File: src/rtl/lsu_axi_bridge_pkg.sv
// Shared types and AXI constants for the LSU-to-AXI4 bridge.
package lsu_axi_bridge_pkg;

  localparam int AXI_DATA_W = 64;
  localparam int AXI_STRB_W = 8;
  localparam int AXI_ID_W   = 4;

  localparam logic [7:0] AXI_LEN_1BEAT = 8'd0;
  localparam logic [2:0] AXI_SIZE_8B   = 3'b011;
  localparam logic [1:0] AXI_BURST_INCR = 2'b01;

  localparam logic [1:0] AXI_RESP_OKAY   = 2'b00;
  localparam logic [1:0] AXI_RESP_EXOKAY = 2'b01;
  localparam logic [1:0] AXI_RESP_SLVERR = 2'b10;
  localparam logic [1:0] AXI_RESP_DECERR = 2'b11;

  typedef enum logic [2:0] {
    ST_IDLE    = 3'd0,
    ST_WR_REQ  = 3'd1,
    ST_WR_RESP = 3'd2,
    ST_WR_DONE = 3'd3,
    ST_RD_REQ  = 3'd4,
    ST_RD_DATA = 3'd5,
    ST_RD_DONE = 3'd6
  } state_e;

  // Right-align the addressed bytes so the memory stage extends from bit 0.
  function automatic logic [AXI_DATA_W-1:0] align_rdata(input logic [AXI_DATA_W-1:0] d,
                                                        input logic [2:0] off);
    return d >> {off, 3'b000};
  endfunction

endpackage

File: src/rtl/lsu_axi_bridge_if.sv
// AXI4 bus bundle (single-beat subset used by the LSU bridge).
interface lsu_axi_bridge_if #(
  parameter int ADDR_W = 32
);
  import lsu_axi_bridge_pkg::*;

  logic                  awvalid, awready;
  logic [ADDR_W-1:0]     awaddr;
  logic [AXI_ID_W-1:0]   awid;
  logic [7:0]            awlen;
  logic [2:0]            awsize;
  logic [1:0]            awburst;

  logic                  wvalid, wready, wlast;
  logic [AXI_DATA_W-1:0] wdata;
  logic [AXI_STRB_W-1:0] wstrb;

  logic                  bvalid, bready;
  logic [1:0]            bresp;
  logic [AXI_ID_W-1:0]   bid;

  logic                  arvalid, arready;
  logic [ADDR_W-1:0]     araddr;
  logic [AXI_ID_W-1:0]   arid;
  logic [7:0]            arlen;
  logic [2:0]            arsize;
  logic [1:0]            arburst;

  logic                  rvalid, rready, rlast;
  logic [AXI_DATA_W-1:0] rdata;
  logic [1:0]            rresp;
  logic [AXI_ID_W-1:0]   rid;

  modport master (
    output awvalid, awaddr, awid, awlen, awsize, awburst, input awready,
    output wvalid, wdata, wstrb, wlast, input wready,
    input  bvalid, bresp, bid, output bready,
    output arvalid, araddr, arid, arlen, arsize, arburst, input arready,
    input  rvalid, rdata, rresp, rlast, rid, output rready
  );

  modport slave (
    input  awvalid, awaddr, awid, awlen, awsize, awburst, output awready,
    input  wvalid, wdata, wstrb, wlast, output wready,
    output bvalid, bresp, bid, input bready,
    input  arvalid, araddr, arid, arlen, arsize, arburst, output arready,
    output rvalid, rdata, rresp, rlast, rid, input rready
  );

endinterface

File: src/rtl/lsu_axi_bridge.sv
// LSU -> AXI4 master bridge: one single-beat transaction outstanding at a time.
// Optional feature macro: LSU_AXI_RESP_CHECK_EN (non-OKAY bresp/rresp sets sticky bus_err).
module lsu_axi_bridge
  import lsu_axi_bridge_pkg::*;
#(
  parameter int                  AXI_ADDR_W = 32,
  parameter logic [AXI_ID_W-1:0] AXI_ID     = '0
) (
  input  logic        clk,
  input  logic        rst_n,
  input  logic        w_valid_i,
  output logic        w_ready_o,
  input  logic [63:0] w_addr_i,
  input  logic [63:0] w_data_i,
  input  logic [7:0]  w_mask_i,
  output logic        w_valid_o,
  input  logic        w_ready_i,
  input  logic        r_valid_i,
  output logic        r_ready_o,
  input  logic [63:0] r_addr_i,
  output logic [63:0] data_read_o,
  output logic        data_valid,
  input  logic        data_ready,
  lsu_axi_bridge_if.master axi,
  output logic        bus_err
);

  state_e                state_q;
  logic                  rdy_q;
  logic                  awvalid_q, wvalid_q, bready_q, arvalid_q, rready_q;
  logic                  aw_done_q, w_done_q;
  logic                  wdone_q, dvalid_q;
  logic [AXI_ADDR_W-1:0] addr_q;
  logic [2:0]            off_q;
  logic [AXI_DATA_W-1:0] wdata_q, rdata_q;
  logic [AXI_STRB_W-1:0] wstrb_q;
  logic                  err_q;
  logic                  aw_hs, w_hs;

  assign aw_hs = axi.awvalid & axi.awready;
  assign w_hs  = axi.wvalid & axi.wready;

  // Front end: write has priority, so a same-cycle read is held off.
  assign w_ready_o   = rdy_q;
  assign r_ready_o   = rdy_q & ~w_valid_i;
  assign w_valid_o   = wdone_q;
  assign data_valid  = dvalid_q;
  assign data_read_o = rdata_q;

  assign axi.awvalid = awvalid_q;
  assign axi.awaddr  = addr_q;
  assign axi.awid    = AXI_ID;
  assign axi.awlen   = AXI_LEN_1BEAT;
  assign axi.awsize  = AXI_SIZE_8B;
  assign axi.awburst = AXI_BURST_INCR;
  assign axi.wvalid  = wvalid_q;
  assign axi.wdata   = wdata_q;
  assign axi.wstrb   = wstrb_q;
  assign axi.wlast   = 1'b1;
  assign axi.bready  = bready_q;
  assign axi.arvalid = arvalid_q;
  assign axi.araddr  = addr_q;
  assign axi.arid    = AXI_ID;
  assign axi.arlen   = AXI_LEN_1BEAT;
  assign axi.arsize  = AXI_SIZE_8B;
  assign axi.arburst = AXI_BURST_INCR;
  assign axi.rready  = rready_q;

  // Transaction FSM; every handshake output is a register.
  always_ff @(posedge clk or negedge rst_n) begin
    if (!rst_n) begin
      state_q   <= ST_IDLE;
      rdy_q     <= 1'b0;
      awvalid_q <= 1'b0;
      wvalid_q  <= 1'b0;
      bready_q  <= 1'b0;
      arvalid_q <= 1'b0;
      rready_q  <= 1'b0;
      aw_done_q <= 1'b0;
      w_done_q  <= 1'b0;
      wdone_q   <= 1'b0;
      dvalid_q  <= 1'b0;
      addr_q    <= '0;
      off_q     <= '0;
      wdata_q   <= '0;
      wstrb_q   <= '0;
      rdata_q   <= '0;
      err_q     <= 1'b0;
    end else begin
      case (state_q)
        ST_IDLE: begin
          if (rdy_q && w_valid_i) begin
            rdy_q     <= 1'b0;
            addr_q    <= {w_addr_i[AXI_ADDR_W-1:3], 3'b000};
            off_q     <= w_addr_i[2:0];
            wdata_q   <= w_data_i;
            wstrb_q   <= w_mask_i;
            awvalid_q <= 1'b1;
            wvalid_q  <= 1'b1;
            aw_done_q <= 1'b0;
            w_done_q  <= 1'b0;
            state_q   <= ST_WR_REQ;
          end else if (rdy_q && r_valid_i) begin
            rdy_q     <= 1'b0;
            addr_q    <= {r_addr_i[AXI_ADDR_W-1:3], 3'b000};
            off_q     <= r_addr_i[2:0];
            arvalid_q <= 1'b1;
            state_q   <= ST_RD_REQ;
          end else begin
            rdy_q <= 1'b1;
          end
        end
        ST_WR_REQ: begin
          if (aw_hs) begin
            awvalid_q <= 1'b0;
            aw_done_q <= 1'b1;
          end
          if (w_hs) begin
            wvalid_q <= 1'b0;
            w_done_q <= 1'b1;
          end
          if ((aw_done_q || aw_hs) && (w_done_q || w_hs)) begin
            bready_q <= 1'b1;
            state_q  <= ST_WR_RESP;
          end
        end
        ST_WR_RESP: begin
          if (axi.bvalid) begin
            bready_q <= 1'b0;
            wdone_q  <= 1'b1;
            state_q  <= ST_WR_DONE;
`ifdef LSU_AXI_RESP_CHECK_EN
            if (axi.bresp != AXI_RESP_OKAY) err_q <= 1'b1;
`endif
          end
        end
        ST_WR_DONE: begin
          if (w_ready_i) begin
            wdone_q <= 1'b0;
            rdy_q   <= 1'b1;
            state_q <= ST_IDLE;
          end
        end
        ST_RD_REQ: begin
          if (axi.arready) begin
            arvalid_q <= 1'b0;
            rready_q  <= 1'b1;
            state_q   <= ST_RD_DATA;
          end
        end
        ST_RD_DATA: begin
          if (axi.rvalid) begin
            rready_q <= 1'b0;
            rdata_q  <= align_rdata(axi.rdata, off_q);
            dvalid_q <= 1'b1;
            state_q  <= ST_RD_DONE;
`ifdef LSU_AXI_RESP_CHECK_EN
            if (axi.rresp != AXI_RESP_OKAY) err_q <= 1'b1;
`endif
          end
        end
        ST_RD_DONE: begin
          if (data_ready) begin
            dvalid_q <= 1'b0;
            rdy_q    <= 1'b1;
            state_q  <= ST_IDLE;
          end
        end
        default: state_q <= ST_IDLE;
      endcase
    end
  end

`ifdef LSU_AXI_RESP_CHECK_EN
  assign bus_err = err_q;
  logic unused_sig;
  assign unused_sig = ^{w_addr_i[63:AXI_ADDR_W], r_addr_i[63:AXI_ADDR_W],
                        axi.rlast, axi.rid, axi.bid};
`else
  assign bus_err = 1'b0;
  logic unused_sig;
  assign unused_sig = ^{w_addr_i[63:AXI_ADDR_W], r_addr_i[63:AXI_ADDR_W],
                        axi.rlast, axi.rid, axi.bid, axi.bresp, axi.rresp, err_q};
`endif

endmodule

File: src/flat_wrapper.sv
// flat-port wrapper written by rule: the top's interface ports become plain ports
module lsu_axi_bridge_flat import lsu_axi_bridge_pkg::*;
#(
  parameter int                  AXI_ADDR_W = 32,
  parameter logic [AXI_ID_W-1:0] AXI_ID     = '0
)
  (clk, rst_n, w_valid_i, w_ready_o, w_addr_i, w_data_i, w_mask_i, w_valid_o, w_ready_i, r_valid_i, r_ready_o, r_addr_i, data_read_o, data_valid, data_ready, bus_err, axi_awvalid, axi_awaddr, axi_awid, axi_awlen, axi_awsize, axi_awburst, axi_awready, axi_wvalid, axi_wdata, axi_wstrb, axi_wlast, axi_wready, axi_bvalid, axi_bresp, axi_bid, axi_bready, axi_arvalid, axi_araddr, axi_arid, axi_arlen, axi_arsize, axi_arburst, axi_arready, axi_rvalid, axi_rdata, axi_rresp, axi_rlast, axi_rid, axi_rready);
  lsu_axi_bridge_if #(.ADDR_W(32)) axi_i ();
  input  logic clk;
  input  logic rst_n;
  input  logic w_valid_i;
  output logic w_ready_o;
  input  logic [63:0] w_addr_i;
  input  logic [63:0] w_data_i;
  input  logic [7:0] w_mask_i;
  output logic w_valid_o;
  input  logic w_ready_i;
  input  logic r_valid_i;
  output logic r_ready_o;
  input  logic [63:0] r_addr_i;
  output logic [63:0] data_read_o;
  output logic data_valid;
  input  logic data_ready;
  output logic bus_err;
  output wire logic [$bits(axi_i.awvalid)-1:0] axi_awvalid;
  output wire logic [$bits(axi_i.awaddr)-1:0] axi_awaddr;
  output wire logic [$bits(axi_i.awid)-1:0] axi_awid;
  output wire logic [$bits(axi_i.awlen)-1:0] axi_awlen;
  output wire logic [$bits(axi_i.awsize)-1:0] axi_awsize;
  output wire logic [$bits(axi_i.awburst)-1:0] axi_awburst;
  input wire logic [$bits(axi_i.awready)-1:0] axi_awready;
  output wire logic [$bits(axi_i.wvalid)-1:0] axi_wvalid;
  output wire logic [$bits(axi_i.wdata)-1:0] axi_wdata;
  output wire logic [$bits(axi_i.wstrb)-1:0] axi_wstrb;
  output wire logic [$bits(axi_i.wlast)-1:0] axi_wlast;
  input wire logic [$bits(axi_i.wready)-1:0] axi_wready;
  input wire logic [$bits(axi_i.bvalid)-1:0] axi_bvalid;
  input wire logic [$bits(axi_i.bresp)-1:0] axi_bresp;
  input wire logic [$bits(axi_i.bid)-1:0] axi_bid;
  output wire logic [$bits(axi_i.bready)-1:0] axi_bready;
  output wire logic [$bits(axi_i.arvalid)-1:0] axi_arvalid;
  output wire logic [$bits(axi_i.araddr)-1:0] axi_araddr;
  output wire logic [$bits(axi_i.arid)-1:0] axi_arid;
  output wire logic [$bits(axi_i.arlen)-1:0] axi_arlen;
  output wire logic [$bits(axi_i.arsize)-1:0] axi_arsize;
  output wire logic [$bits(axi_i.arburst)-1:0] axi_arburst;
  input wire logic [$bits(axi_i.arready)-1:0] axi_arready;
  input wire logic [$bits(axi_i.rvalid)-1:0] axi_rvalid;
  input wire logic [$bits(axi_i.rdata)-1:0] axi_rdata;
  input wire logic [$bits(axi_i.rresp)-1:0] axi_rresp;
  input wire logic [$bits(axi_i.rlast)-1:0] axi_rlast;
  input wire logic [$bits(axi_i.rid)-1:0] axi_rid;
  output wire logic [$bits(axi_i.rready)-1:0] axi_rready;
  assign axi_awvalid = axi_i.awvalid;
  assign axi_awaddr = axi_i.awaddr;
  assign axi_awid = axi_i.awid;
  assign axi_awlen = axi_i.awlen;
  assign axi_awsize = axi_i.awsize;
  assign axi_awburst = axi_i.awburst;
  assign axi_i.awready = axi_awready;
  assign axi_wvalid = axi_i.wvalid;
  assign axi_wdata = axi_i.wdata;
  assign axi_wstrb = axi_i.wstrb;
  assign axi_wlast = axi_i.wlast;
  assign axi_i.wready = axi_wready;
  assign axi_i.bvalid = axi_bvalid;
  assign axi_i.bresp = axi_bresp;
  assign axi_i.bid = axi_bid;
  assign axi_bready = axi_i.bready;
  assign axi_arvalid = axi_i.arvalid;
  assign axi_araddr = axi_i.araddr;
  assign axi_arid = axi_i.arid;
  assign axi_arlen = axi_i.arlen;
  assign axi_arsize = axi_i.arsize;
  assign axi_arburst = axi_i.arburst;
  assign axi_i.arready = axi_arready;
  assign axi_i.rvalid = axi_rvalid;
  assign axi_i.rdata = axi_rdata;
  assign axi_i.rresp = axi_rresp;
  assign axi_i.rlast = axi_rlast;
  assign axi_i.rid = axi_rid;
  assign axi_rready = axi_i.rready;
  lsu_axi_bridge #(.AXI_ADDR_W(AXI_ADDR_W), .AXI_ID(AXI_ID)) u_core (.clk(clk), .rst_n(rst_n), .w_valid_i(w_valid_i), .w_ready_o(w_ready_o), .w_addr_i(w_addr_i), .w_data_i(w_data_i), .w_mask_i(w_mask_i), .w_valid_o(w_valid_o), .w_ready_i(w_ready_i), .r_valid_i(r_valid_i), .r_ready_o(r_ready_o), .r_addr_i(r_addr_i), .data_read_o(data_read_o), .data_valid(data_valid), .data_ready(data_ready), .axi(axi_i), .bus_err(bus_err));
endmodule
File: config.mk
export PLATFORM = sky130hd
export DESIGN_NAME = lsu_axi_bridge_flat
export DESIGN_NICKNAME = d
export VERILOG_FILES = /design/src/rtl/lsu_axi_bridge_pkg.sv /design/src/rtl/lsu_axi_bridge_if.sv /design/src/rtl/lsu_axi_bridge.sv /design/src/flat_wrapper.sv
export SDC_FILE = /design/constraint.sdc
export NUM_CORES = 1
export LEC_CHECK = 0
export BUFFER_PORTS_ARGS = -buffer_cell sky130_fd_sc_hd__buf_4
export CORE_AREA = 5 5 203 205
export CTS_BUF_LIST = sky130_fd_sc_hd__clkbuf_4 sky130_fd_sc_hd__clkbuf_8
export DETAILED_ROUTE_END_ITERATION = 10
export DIE_AREA = 0 0 208 210
export RECOVER_POWER = 50
export SYNTH_ARGS = -nofsm -noshare
export SYNTH_HDL_FRONTEND = slang
export SYNTH_SLANG_ARGS = --single-unit
File: constraint.sdc
create_clock -name clk -period 4.2 [get_ports clk]
set_input_delay 0.63 -clock clk [delete_from_list [all_inputs] [get_ports clk]]
set_output_delay 0.63 -clock clk [all_outputs]
set_load 0.005 [all_outputs]
==> out/results.env, run 1 <==
RUN_STATUS='complete, but fails checks'
FAILED_CHECKS='max-capacitance violations, max-slew violations'
SYNTH-EDFF-COUNT=0
SKEW_NS=0.0180
BUFFER_PORTS.INSERTED=413
REG2REG_DEPTH=4
LAYOUT-AREA-OVERHEAD-VS-SYNTH_PCT=36.3
ANT_NETS=0
CTS.HTREE.LEVELS=4
ENDPOINT_KIND='register'
MIN_PERIOD_OVER_PERIOD_PCT=64.6
FIN_TNS_SETUP_NS=0
WORSTPATHMAXFANOUT=97
DIE_X_UM=208
DP_AREA_MM2=0.0126
WORSTREG2REGSTART='u_core.state_q[0]'
CTS_REPAIR_RESIZE_COUNT=0
YOSYS.CELL_COUNT.TOP_TYPE='sky130_fd_sc_hd__dfrtp_1'
CTS_NUM_SINKS=181
CLOCK_LATENCY_NS=0.49
NETLIST.AREA_LEADER.SHARE_PCT=47.9
CTS.REPORTEDPATHS.CLKPINSLEW_NS=0.10
POSTCTSSETUPREPAIRBUFS=0
SYNTH-SEQ-CELLS=181
HOLD_PATH_CLASS='input port to asynchronous set/reset pin'
RRSETUPSLACK_NS=1.49
GRT_OVERFLOW=0
NUM_CTS_BUFFERS=17
FINAL_DESIGN_AREA_NO_FILL_MM2=0.0129
SETUP.WORST_PATH.START_CLASS='register'
MAXSLEWHEADROOM_PCT=-50.2
VDD.IR_DROP.WORST_V=0.000251
MAXCAPVIOLATIONS=2
PERIOD_NEEDED_NS=2.71
CORE_MM2=0.0393
CLOCK-ROOT-BUFFER='sky130_fd_sc_hd__clkbuf_8'
GRT_SETUP_UNREPAIRED='false'
NETLIST_INSTANCES=832
SYN_AREA_MM2=0.00945
RR_ENDPOINT='u_core.data_read_o[40]'
DRIVE_ABOVE_1_SHARE_PCT=43.3
SYNTH.AVG_CELL_AREA_UM2=11.4
CRITPATHARRIVALTIME_NS=3.05
FLOORPLAN.INITIALDENSITY_PCT=24.1
ANTENNADIODECOUNT=0
SYNTH_WARNINGS=0
TOTAL_LEAKAGE_POWER_nW=6.43
CRITPATHKIND='register to register'
YOSYS_MOST_USED_DFF='sky130_fd_sc_hd__dfrtp_1'
HOLD_VIOL=0
CRITPATHREQUIREDTIME_NS=4.54
GRT_START_MAX_NET_PINS=98
ROUTED_WL_MM=31.4
SYNTH_TOP_CELL_BY_AREA='sky130_fd_sc_hd__dfrtp_1'
GRT.TOTAL_USAGE_PCT=14.0
DESIGN.PORTCOUNT=533
NETLIST_TOP_CELLS_AREA='sky130_fd_sc_hd__dfrtp_1, sky130_fd_sc_hd__mux2_4, sky130_fd_sc_hd__mux2i_1, sky130_fd_sc_hd__buf_4, sky130_fd_sc_hd__mux2_1'
FINAL-SETUP-VIOL-COUNT=0
PLACEMENT_ROWS=73
FINAL_NETS=1472
SYNTHDISTINCTLIBCELLS=39
CLOCK_PATH_BUFFERS=2
ROUTE.DETAILED.DRC=0
FLOORPLAN.DIE.HEIGHT_UM=210
CLOCK.FMAX_MHz=369
FIN_WS_NS=1.49
PLACED_CELLS_INCL_TAPS=1690
SYNTH_TOP_CELLS_BY_COUNT='sky130_fd_sc_hd__dfrtp_1, sky130_fd_sc_hd__nand2_1, sky130_fd_sc_hd__buf_4, sky130_fd_sc_hd__mux2i_1, sky130_fd_sc_hd__mux2_4'
WORSTMARGINPINSLEW_NS=2.25
WL_PER_CELL_UM=18.3
FLOORPLAN.DIE_AREA_MM2=0.0437
DPL_WORST_SLACK_NS=1.41
GRT_PASS1_WL_MM=47.9
POST-DP-HPWL_MM=24.3
INITIAL_ANTENNA_VIOLATION_COUNT=2
DETAIL_ROUTE.VIAS_PER_CELL=4.40
FINAL_CORE_UTILIZATION_PCT=32.8
DRT-INITIAL-DRC-COUNT=282
CTS_HOLD_BUF=0
FIN_CELLS=1719
PWR_DENSITY_CELL_mW_PER_MM2=688
DETAILEDROUTE.FIRSTPASSITERATIONCOUNT=4
FIRST_GLOBAL_VIAS=7883
POSTSYNTH.ASYNCRESETSHARE_PCT=100
FIN_WORST_HOLD_SLACK_NS=0.0808
SLEW_VIOL_FINAL=131
ROUTE.VIAS.TOTAL=7561
P_TOTAL_mW=8.86
ROUTABILITYCONGESTION=0.861
CTS_TREE='done'
SYNTH.YOSYS.SEQ_AREA_SHARE_PCT=47.9
kinds of logic after synthesis:
| family | share of synthesized area, % |
|---|---|
| flops | 47.9 |
| compound gates | 11.6 |
| other cells | 0.0795 |
| mux | 24.8 |
| buf+inv | 8.86 |
| simple gates | 6.71 |
worst max-delay path: stages, from the launching register on:
cell and delay (ns):
sky130_fd_sc_hd__dfrtp_1 0.66, sky130_fd_sc_hd__nand4b_1 0.32, sky130_fd_sc_hd__buf_4 0.80, sky130_fd_sc_hd__or2_1 0.61
sky130_fd_sc_hd__o21ai_1 0.14
worst max path at each step:
stage                       from                endpoint  slack [ns]  cells past startpoint
2_1_floorplan          w_valid_i     u_core.axi.wdata[0]        2.34                      5
3_3_place_gp   u_core.state_q[0]  u_core.data_read_o[34]        1.46                      4
3_5_place_dp   u_core.state_q[0]  u_core.data_read_o[38]        1.41                      4
4_1_cts        u_core.state_q[0]  u_core.data_read_o[37]        1.41                      4
5_1_grt                    rst_n       u_core.axi.bready        0.95                      2
6_report       u_core.state_q[0]  u_core.data_read_o[40]        1.49                      4
placed cells by master (no fill, tap or decap), types with 3 or more instances in the layout:
cell type                   netlist  final
sky130_fd_sc_hd__a31oi_1          5      5
sky130_fd_sc_hd__a22o_1           8      8
sky130_fd_sc_hd__nor2_1          42     42
sky130_fd_sc_hd__a21oi_1         46     46
sky130_fd_sc_hd__dfrtp_1        181    179
sky130_fd_sc_hd__mux2_4          70     70
sky130_fd_sc_hd__o22a_1           8      8
sky130_fd_sc_hd__mux2i_1         73     73
sky130_fd_sc_hd__clkbuf_1        33     34
sky130_fd_sc_hd__mux2_1          28     28
sky130_fd_sc_hd__clkbuf_4         0     60
sky130_fd_sc_hd__o21ai_1         49     43
sky130_fd_sc_hd__o22ai_1         32     32
sky130_fd_sc_hd__buf_4           73    330
sky130_fd_sc_hd__mux2_2          22     22
sky130_fd_sc_hd__o31ai_1         17     17
sky130_fd_sc_hd__o21ai_0          3      9
sky130_fd_sc_hd__nand2_1         74     74
sky130_fd_sc_hd__nand2b_1         3      3
sky130_fd_sc_hd__a2bb2oi_1        8      8
sky130_fd_sc_hd__clkbuf_8         0     21
sky130_fd_sc_hd__nor2b_1         12     12
sky130_fd_sc_hd__conb_1           2     42
routing by layer:
metal	up-vias	wire [µm]	global-route usage, %
met1	3658	12700	16.9
met4	4	558	4.24
li1	3540	-	-
met3	28	2900	5.57
met5	-	25	0
met2	331	15300	23.0
report_power, final:
part / switching [mW] / internal, mW
sequential: 0.670 / 2.55
clock: 0.649 / 0.583
combinational: 1.95 / 2.45
cell type report:
type,instances,area (µm²)
fill,3988,26400
sequential,181,4530
multi-input combinational,560,4240
timing repair buffer,424,3060
tap,525,657
clock buffer,22,290
clock inverter,7,97.6
sequential cells by signal (all words and copies together), names as in the netlist, 3 cells and up:
| signal | count |
|---|---|
| u_core.data_read_o | 64 |
| u_core.axi.wdata | 64 |
| u_core.axi.araddr | 29 |
| u_core.off_q | 3 |
| u_core.axi.wstrb | 8 |
| u_core.state_q | 3 |
(Power assumes the default switching activity.)
==> run 2, diff against run 1 <==
--- a/config.mk
+++ b/config.mk
@@ -5,11 +5,12 @@
 export SDC_FILE = /design/constraint.sdc
 export NUM_CORES = 1
 export LEC_CHECK = 0
+export ABC_AREA = 1
 export BUFFER_PORTS_ARGS = -buffer_cell sky130_fd_sc_hd__buf_4
-export CORE_AREA = 5 5 203 205
+export CORE_AREA = 5 5 206 208
 export CTS_BUF_LIST = sky130_fd_sc_hd__clkbuf_4 sky130_fd_sc_hd__clkbuf_8
 export DETAILED_ROUTE_END_ITERATION = 10
-export DIE_AREA = 0 0 208 210
+export DIE_AREA = 0 0 211 213
 export RECOVER_POWER = 50
 export SYNTH_ARGS = -nofsm -noshare
 export SYNTH_HDL_FRONTEND = slang
==> constraint.sdc (replaced) <==
create_clock -name clk -period 2.2 [get_ports clk]
set_input_delay 0.33 -clock clk [delete_from_list [all_inputs] [get_ports clk]]
set_output_delay 0.33 -clock clk [all_outputs]
set_load 0.005 [all_outputs]
==> out/results.env, run 2 <==
NUM_CTS_BUFFERS=17  # unchanged
MIN_PERIOD_OVER_PERIOD_PCT=86.3  # +22 points
FLOORPLAN.DIE_AREA_MM2=0.0449  # +2.9%
RUN_STATUS='complete, but fails checks'
MAXSLEWHEADROOM_PCT=-9.37  # +41 points
SYNTH_COMPOUND_AREA_SHARE_PCT=8.85  # -2.7 points
CRITPATHARRIVALTIME_NS=2.33  # -0.72 ns
GRT_OVERFLOW=0  # unchanged
SETUP.WORST_PATH.START_CLASS='register'
ROUTE.DETAILED.DRC=0  # unchanged
CRITPATHREQUIREDTIME_NS=2.63  # -1.91 ns
PLACEMENT_ROWS=74  # +1.4%
POSTSYNTH.ASYNCRESETSHARE_PCT=100  # unchanged
FIN_TNS_SETUP_NS=0  # unchanged
FINAL_NETS=1913  # +30%
WORSTPATHMAXFANOUT=62  # -36%
ANT_NETS=0  # unchanged
CLOCK-ROOT-BUFFER='sky130_fd_sc_hd__clkbuf_8'
FINAL_CORE_UTILIZATION_PCT=33.3  # +0.55 points
DIE_X_UM=211  # +1.4%
GRT.TOTAL_USAGE_PCT=15.8  # +1.8 points
WORSTREG2REGSTART='u_core.state_q[2]'
HOLD_PATH_CLASS='input port to register'
CTS.REPORTEDPATHS.CLKPINSLEW_NS=0.11  # about the same
PERIOD_NEEDED_NS=1.90  # -0.814 ns
POST-DP-HPWL_MM=27.3  # +13%
VDD.IR_DROP.WORST_V=0.000495  # +97%
ROUTABILITYCONGESTION=0.894  # +3.8%
CTS_NUM_SINKS=181  # unchanged
SYNTHSIMPLEGATEAREAFRAC_PCT=30.6  # +24 points
SYNTH-XOR-AREA-SHARE_PCT=0  # unchanged
SYNTH-EDFF-COUNT=0  # unchanged
ROUTE.VIAS.TOTAL=9397  # +24%
SYNTH-SEQ-CELLS=181  # unchanged
HOLD-PATH-ENDPOINT='u_core.axi.wdata[56]'
GRT_PASS1_WL_MM=54.9  # +14%
YOSYS_MOST_USED_DFF='sky130_fd_sc_hd__dfrtp_1'
FIN_WORST_HOLD_SLACK_NS=0.0610  # -0.0198 ns
GRT_SETUP_UNREPAIRED='false'
POSTCTSSETUPREPAIRBUFS=0  # unchanged
CTS_REPAIR_RESIZE_COUNT=0  # unchanged
BUFFER_PORTS.INSERTED=413  # unchanged
PWR_DENSITY_CELL_mW_PER_MM2=1200  # +75%
MAXCAPVIOLATIONS=1  # -1
CRITPATHKIND='register to register'
GRT_UTIL_MET2_PCT=26.5  # +3.5 points
POST_SYNTH_MUX_AREA_SHARE_PCT=0  # -25 points
GRT_START_MAX_NET_PINS=73  # -26%
CLOCK_LATENCY_NS=0.49  # about the same
TOTAL_LEAKAGE_POWER_nW=6.96  # +8.3%
WORSTMARGINPINSLEW_NS=1.64  # -0.612 ns
RRSETUPSLACK_NS=0.30  # -1.19 ns
LAYOUT-AREA-OVERHEAD-VS-SYNTH_PCT=46.2
DRIVE_ABOVE_1_SHARE_PCT=26.6  # -17 points
DRT-INITIAL-DRC-COUNT=848  # +200%
SYNTH_TOP_FAMILY_BY_AREA='simple AND/OR/NAND/NOR gates'
PLACED_CELLS_INCL_TAPS=2068  # +22%
SYNTH_TOP_CELL_BY_AREA='sky130_fd_sc_hd__dfrtp_1'
NETLIST_INSTANCES=1202  # +44%
GRT_MET1_USE_PCT=18.9  # +1.9 points
LAYOUT.CELLS.MOST_COMMON='sky130_fd_sc_hd__nand2_1'
FIRST_GLOBAL_VIAS=9476  # +20%
CTS.HTREE.LEVELS=4  # unchanged
FLOORPLAN.DIE.HEIGHT_UM=213  # +1.4%
WORST_HOLD_STARTPOINT='w_data_i[56]'
HOLD_VIOL=0  # unchanged
SYN_AREA_MM2=0.00921  # -2.5%
SYNTH_TOP_CELLS_BY_COUNT='sky130_fd_sc_hd__nand2_1, sky130_fd_sc_hd__dfrtp_1, sky130_fd_sc_hd__nand3_1, sky130_fd_sc_hd__buf_4, sky130_fd_sc_hd__o21ai_0'
DETAIL_ROUTE.VIAS_PER_CELL=4.33  # -1.5%
DESIGN.PORTCOUNT=533  # unchanged
HOLDPATHSTAGES=3
REG2REG_DEPTH=7  # +3
ENDPOINT_KIND='register'
SYNTH.AVG_CELL_AREA_UM2=7.66  # -33%
NETLIST.AREA_LEADER.SHARE_PCT=49.2  # +1.3 points
GLOBAL_ROUTE.USAGE.MET3_PCT=5.13  # -0.44 points
ROUTED_WL_MM=36.9  # +17%
FAILED_CHECKS='max-capacitance violations, max-slew violations'
CTS_TREE='done'
DETAILEDROUTE.FIRSTPASSITERATIONCOUNT=5  # +1
SLEW_VIOL_FINAL=52  # -60%
FINAL-SETUP-VIOL-COUNT=0  # unchanged
CLOCK_PATH_BUFFERS=2  # unchanged
GRT.BUSIEST_LAYER='met2'
SYNTH.YOSYS.SEQ_AREA_SHARE_PCT=49.2  # +1.3 points
POST_SYNTH_FA_HA_MAJ_AREA_FRACTION_PCT=0  # unchanged
SKEW_NS=0.0116  # -0.00648 ns
RR_ENDPOINT='u_core.axi.wdata[0]'
FLOORPLAN.INITIALDENSITY_PCT=22.8  # -1.2 points
YOSYS.CELL_COUNT.TOP_TYPE='sky130_fd_sc_hd__nand2_1'
CORE_MM2=0.0404  # +2.8%
WL_PER_CELL_UM=17.0  # -7.1%
NETLIST_TOP_CELLS_AREA='sky130_fd_sc_hd__dfrtp_1, sky130_fd_sc_hd__nand2_1, sky130_fd_sc_hd__buf_4, sky130_fd_sc_hd__nand3_1, sky130_fd_sc_hd__o21ai_0'
CLOCK.FMAX_MHz=527  # +43%
FIN_CELLS=2170  # +26%
INITIAL_ANTENNA_VIOLATION_COUNT=1  # -1
SYNTH_WARNINGS=0  # unchanged
LAYOUT.CELLS.MOST_COMMON_LIST='sky130_fd_sc_hd__nand2_1, sky130_fd_sc_hd__buf_4, sky130_fd_sc_hd__dfrtp_1, sky130_fd_sc_hd__nand3_1, sky130_fd_sc_hd__o21ai_0'
SYNTHDISTINCTLIBCELLS=30  # -23%
run 2: power breakdown:
part	internal, mW	switching, mW
Sequential	4.81	1.08
Clock	0.876	1.45
Combinational	3.57	4.42
run 2: layer usage:
| metal | share of wire (%) | up-vias |
|---|---|---|
| met3 | 9.0 | 43 |
| met4 | 3.1 | 0 |
| met2 | 49 | 420 |
| met1 | 39 | 4381 |
| met5 | 0 | - |
| li1 | - | 4553 |
run 2: worst max path at each step:
stage                       from                      to  slack (ns)  cells past startpoint
2_1_floorplan  u_core.state_q[0]    u_core.axi.wdata[10]        0.77                      8
3_3_place_gp   u_core.state_q[2]   u_core.data_read_o[8]        0.33                      7
3_5_place_dp   u_core.state_q[2]  u_core.data_read_o[13]        0.31                      7
4_1_cts        u_core.state_q[2]   u_core.data_read_o[8]        0.28                      7
5_1_grt                    rst_n   u_core.axi.araddr[27]        0.09                      2
6_report       u_core.state_q[2]     u_core.axi.wdata[0]        0.30                      7
run 2: layout make-up:
type                            count  area, µm²
Multi-Input combinational cell    877       3790
Timing Repair Buffer              505       3930
Clock inverter                     13        133
Inverter                           43        161
Tap cell                          532        666
Fill cell                        4259      26900
Clock buffer                       18        248
Antenna cell                        1       2.50
Sequential cell                   181       4530
run 2: worst max-delay path: stages (launching register included):
cell	delay, ns
sky130_fd_sc_hd__dfrtp_1	0.61
sky130_fd_sc_hd__inv_1	0.21
sky130_fd_sc_hd__nand2_4	0.16
sky130_fd_sc_hd__nor2_4	0.05
sky130_fd_sc_hd__inv_2	0.26
sky130_fd_sc_hd__buf_12	0.30
sky130_fd_sc_hd__nand2_1	0.10
sky130_fd_sc_hd__nand2_1	0.10
run 2: kinds of logic (layout without fill, tap and decap cells):
family                 after synthesis  count (layout)
AND/OR/NAND/NOR                    697             697
AO/OA/AOI/OAI                      138             138
flip-flops                         181             181
other                                2              43
buffers and inverters              184             579
run 2: what timing repair did:
action                     4_1_cts  5_1_grt
hold endpoints to repair       119        0
hold buffers                    70        0
setup endpoints to repair        0        0
run 2: through the flow:
| stage | instance area (µm²) | power [mW] | setup WS [ns] |
|---|---|---|---|
| after floorplan | 9360 | 10.0 | 0.775 |
| after global placement | 12600 | 14.2 | 0.326 |
| after detailed placement | 12600 | 14.3 | 0.314 |
| after CTS | 13700 | 16.8 | 0.284 |
| after global routing | 13500 | 17.6 | 0.0947 |
| final | 13500 | 16.2 | 0.302 |
==> run 3, diff against run 2 <==
--- a/config.mk
+++ b/config.mk
@@ -6,11 +6,13 @@
 export NUM_CORES = 1
 export LEC_CHECK = 0
 export ABC_AREA = 1
-export BUFFER_PORTS_ARGS = -buffer_cell sky130_fd_sc_hd__buf_4
+export ABC_CLOCK_PERIOD_IN_PS = 2200
+export BUFFER_PORTS_ARGS = -buffer_cell sky130_fd_sc_hd__buf_2
 export CORE_AREA = 5 5 206 208
 export CTS_BUF_LIST = sky130_fd_sc_hd__clkbuf_4 sky130_fd_sc_hd__clkbuf_8
 export DETAILED_ROUTE_END_ITERATION = 10
 export DIE_AREA = 0 0 211 213
+export HOLD_SLACK_MARGIN = 0.15
 export RECOVER_POWER = 50
 export SYNTH_ARGS = -nofsm -noshare
 export SYNTH_HDL_FRONTEND = slang
==> out/results.env, run 3 (synthesized netlist as in run 2, its figures left out) <==
FILLERINSTANCES=4299  # +0.94%
POST-DP-HPWL_MM=26.9  # -1.7%
TIMING.CRITICAL_PATH.FROM='u_core.state_q[0]'
FINAL_CORE_UTILIZATION_PCT=33.3  # about the same
DIE_X_UM=211  # unchanged
ENDPOINT_KIND='register'
INITIAL_ANTENNA_VIOLATION_COUNT=1  # unchanged
WORSTSETUPENDPOINT='u_core.axi.araddr[13]'
FAILED_CHECKS='max-capacitance violations, max-slew violations'
FIN_TNS_SETUP_NS=0  # unchanged
CTS_TREE='done'
DRT-INITIAL-DRC-COUNT=801  # -5.5%
HOLD_PATH_CLASS='input port to register'
DESIGN.PORTCOUNT=533  # unchanged
WORSTMARGINPINSLEW_NS=1.67  # +0.0282 ns
FIN_CELLS=2262  # +4.2%
RUN_STATUS='complete, but fails checks'
DETAIL_ROUTE.VIAS_PER_CELL=4.38  # +1.2%
ROUTED_WL_MM=37.4  # +1.4%
BUFFER_PORTS.INSERTED=413  # unchanged
SEQUENTIAL_CELL_AREA_MM2=0.00454  # about the same
REG2REG_DEPTH=7  # unchanged
WORSTPATHCELLLIST='nor2_4 -> nand2_4 -> a21oi_4 -> buf_12 -> nor2_1 -> a31oi_1 -> dlygate4sd3_1'
PLACEMENT_ROWS=74  # unchanged
CRITICAL-PATH-SLOWEST-CELL='sky130_fd_sc_hd__dlygate4sd3_1'
GRT.TOTAL_USAGE_PCT=15.9  # +0.12 points
MAXSLEWHEADROOM_PCT=-11.2  # -1.9 points
P_TOTAL_mW=16.3  # +0.52%
FLOORPLAN.DIE_AREA_MM2=0.0449  # unchanged
PLACED_CELLS_INCL_TAPS=2068  # unchanged
ROUTE.DETAILED.DRC=0  # unchanged
WORSTPATHMAXFANOUT=32  # -48%
SETUP.WORST_PATH.START_CLASS='register'
SKEW_NS=0.0169  # +0.00535 ns
WL_PER_CELL_UM=16.5  # -2.7%
CRITPATHREQUIREDTIME_NS=2.65  # +0.02 ns
MAXCAPVIOLATIONS=1  # unchanged
CLOCK_PATH_BUFFERS=2  # unchanged
CLOCK.FMAX_MHz=484  # -8.1%
FLOORPLAN.INITIALDENSITY_PCT=22.8  # unchanged
CORE_MM2=0.0404  # unchanged
CLOCK-ROOT-BUFFER='sky130_fd_sc_hd__clkbuf_8'
TOTAL_LEAKAGE_POWER_nW=6.99  # +0.44%
FINAL-SETUP-VIOL-COUNT=0  # unchanged
ROUTABILITYCONGESTION=0.902  # +0.89%
NUM_CTS_BUFFERS=17  # unchanged
PWR_DENSITY_CELL_mW_PER_MM2=1210  # +0.51%
DETAILEDROUTE.FIRSTPASSITERATIONCOUNT=5  # unchanged
PERIOD_NEEDED_NS=2.06  # +0.167 ns
LAYOUT.CELLS.MOST_COMMON_LIST='sky130_fd_sc_hd__nand2_1, sky130_fd_sc_hd__buf_2, sky130_fd_sc_hd__dfrtp_1, sky130_fd_sc_hd__dlygate4sd3_1, sky130_fd_sc_hd__nand3_1'
GRT_OVERFLOW=0  # unchanged
ANT_NETS=0  # unchanged
FIRST_GLOBAL_VIAS=9880  # +4.3%
CTS_NUM_SINKS=181  # unchanged
FIN_WORST_HOLD_SLACK_NS=0.219  # +0.158 ns
CRITPATHARRIVALTIME_NS=2.51  # +0.18 ns
WORSTREG2REGSTART='u_core.state_q[0]'
GRT_SETUP_UNREPAIRED='false'
CRITPATHKIND='register to register'
CTS.HTREE.LEVELS=4  # unchanged
FLOORPLAN.DIE.HEIGHT_UM=213  # unchanged
SLEW_VIOL_FINAL=54  # +3.8%
ROUTE.VIAS.TOTAL=9910  # +5.5%
DRIVE_ABOVE_1_SHARE_PCT=24.3  # -2.2 points
CLOCK_LATENCY_NS=0.53  # +0.04 ns
MIN_PERIOD_OVER_PERIOD_PCT=93.8  # +7.6 points
VDD.IR_DROP.WORST_V=0.000547  # +11%
AREA_TAKEN_BY_MULTI_INPUT_LOGIC_GATES_MM2=0.00379  # unchanged
FINAL_NETS=2004  # +4.8%
GRT_PASS1_WL_MM=55.4  # +1.0%
RR_ENDPOINT='u_core.axi.araddr[13]'
LAYOUT-AREA-OVERHEAD-VS-SYNTH_PCT=46.2  # about the same
HOLD_VIOL=0  # unchanged
CTS.REPORTEDPATHS.CLKPINSLEW_NS=0.11  # about the same
CPPEAKSTAGEDELAY_NS=0.57  # -0.04 ns
GRT_START_MAX_NET_PINS=73  # unchanged
LAYOUT.CELLS.MOST_COMMON='sky130_fd_sc_hd__nand2_1'
RRSETUPSLACK_NS=0.14  # -0.17 ns
-- run 3: changes by cell type in the layout (fill, tap and decap cells not counted), moves of 2 or more --
| cell | before | now |
|---|---|---|
| sky130_fd_sc_hd__clkbuf_4 | 50 | 1 |
| sky130_fd_sc_hd__dfrtp_1 | 179 | 176 |
| sky130_fd_sc_hd__buf_2 | 0 | 344 |
| sky130_fd_sc_hd__buf_4 | 323 | 12 |
| sky130_fd_sc_hd__clkbuf_1 | 49 | 67 |
| sky130_fd_sc_hd__dfrtp_2 | 2 | 5 |
| sky130_fd_sc_hd__dlygate4sd3_1 | 70 | 160 |
| sky130_fd_sc_hd__clkinv_8 | 1 | 4 |
| sky130_fd_sc_hd__inv_8 | 6 | 4 |
| sky130_fd_sc_hd__buf_12 | 12 | 9 |
-- run 3: layout make-up --
class | instances | area share, %
sequential | 181 | 33.7
tap | 532 | 4.94
antenna | 1 | 0.0186
multi-input combinational | 877 | 28.2
timing repair buffer | 596 | 28.8
clock inverter | 14 | 1.36
inverter | 43 | 1.20
clock buffer | 18 | 1.79
-- run 3: stage by stage --
| step | instance area, µm² | worst slack, ns |
|---|---|---|
| floorplan | 9360 | 0.775 |
| detailed placement | 11500 | 0.343 |
| global placement | 11500 | 0.392 |
| CTS | 13500 | 0.0484 |
| finish | 13500 | 0.135 |
| global route | 13500 | 0.0210 |
-- run 3: worst max-delay path, delay by kind of cell, from the launching register on --
kind	cells	cell delay, ns
buf+inv	2	0.79
flops	1	0.49
compound gates	2	0.36
simple gates	3	0.34
-- run 3: where the power goes --
group	switching [mW]	internal (mW)
Sequential	1.07	4.81
Clock	1.50	0.985
Combinational	4.52	3.40
-- run 3: worst min path at each step --
stage	startpoint	to	slack, ns	cells after the start
finish	axi_rdata[8]	u_core.data_read_o[8]	0.22	5
global route	axi_bvalid	u_core.axi.bready	0.20	4
CTS	axi_rdata[8]	u_core.data_read_o[8]	0.15	5
detailed placement	rst_n	u_core.data_read_o[45]	0.36	1
global placement	rst_n	u_core.data_read_o[45]	0.35	1
floorplan	rst_n	u_core.aw_done_q	0.03	0
-- run 3: per-layer routing --
layer  track usage, %  vias up  share of wire [%]
met5                0        -              0.035
met2             27.0      464                 49
met3             4.42       65                8.4
li1                 -     4734                  -
met1             18.6     4645                 39
met4             7.56        2                3.7
-- run 3: timing repair --
item	in CTS	in global routing
setup buffers	0	0
endpoints found under the hold margin	190	0
resized for setup	0	4
hold buffers	160	0
setup endpoints to repair	0	32
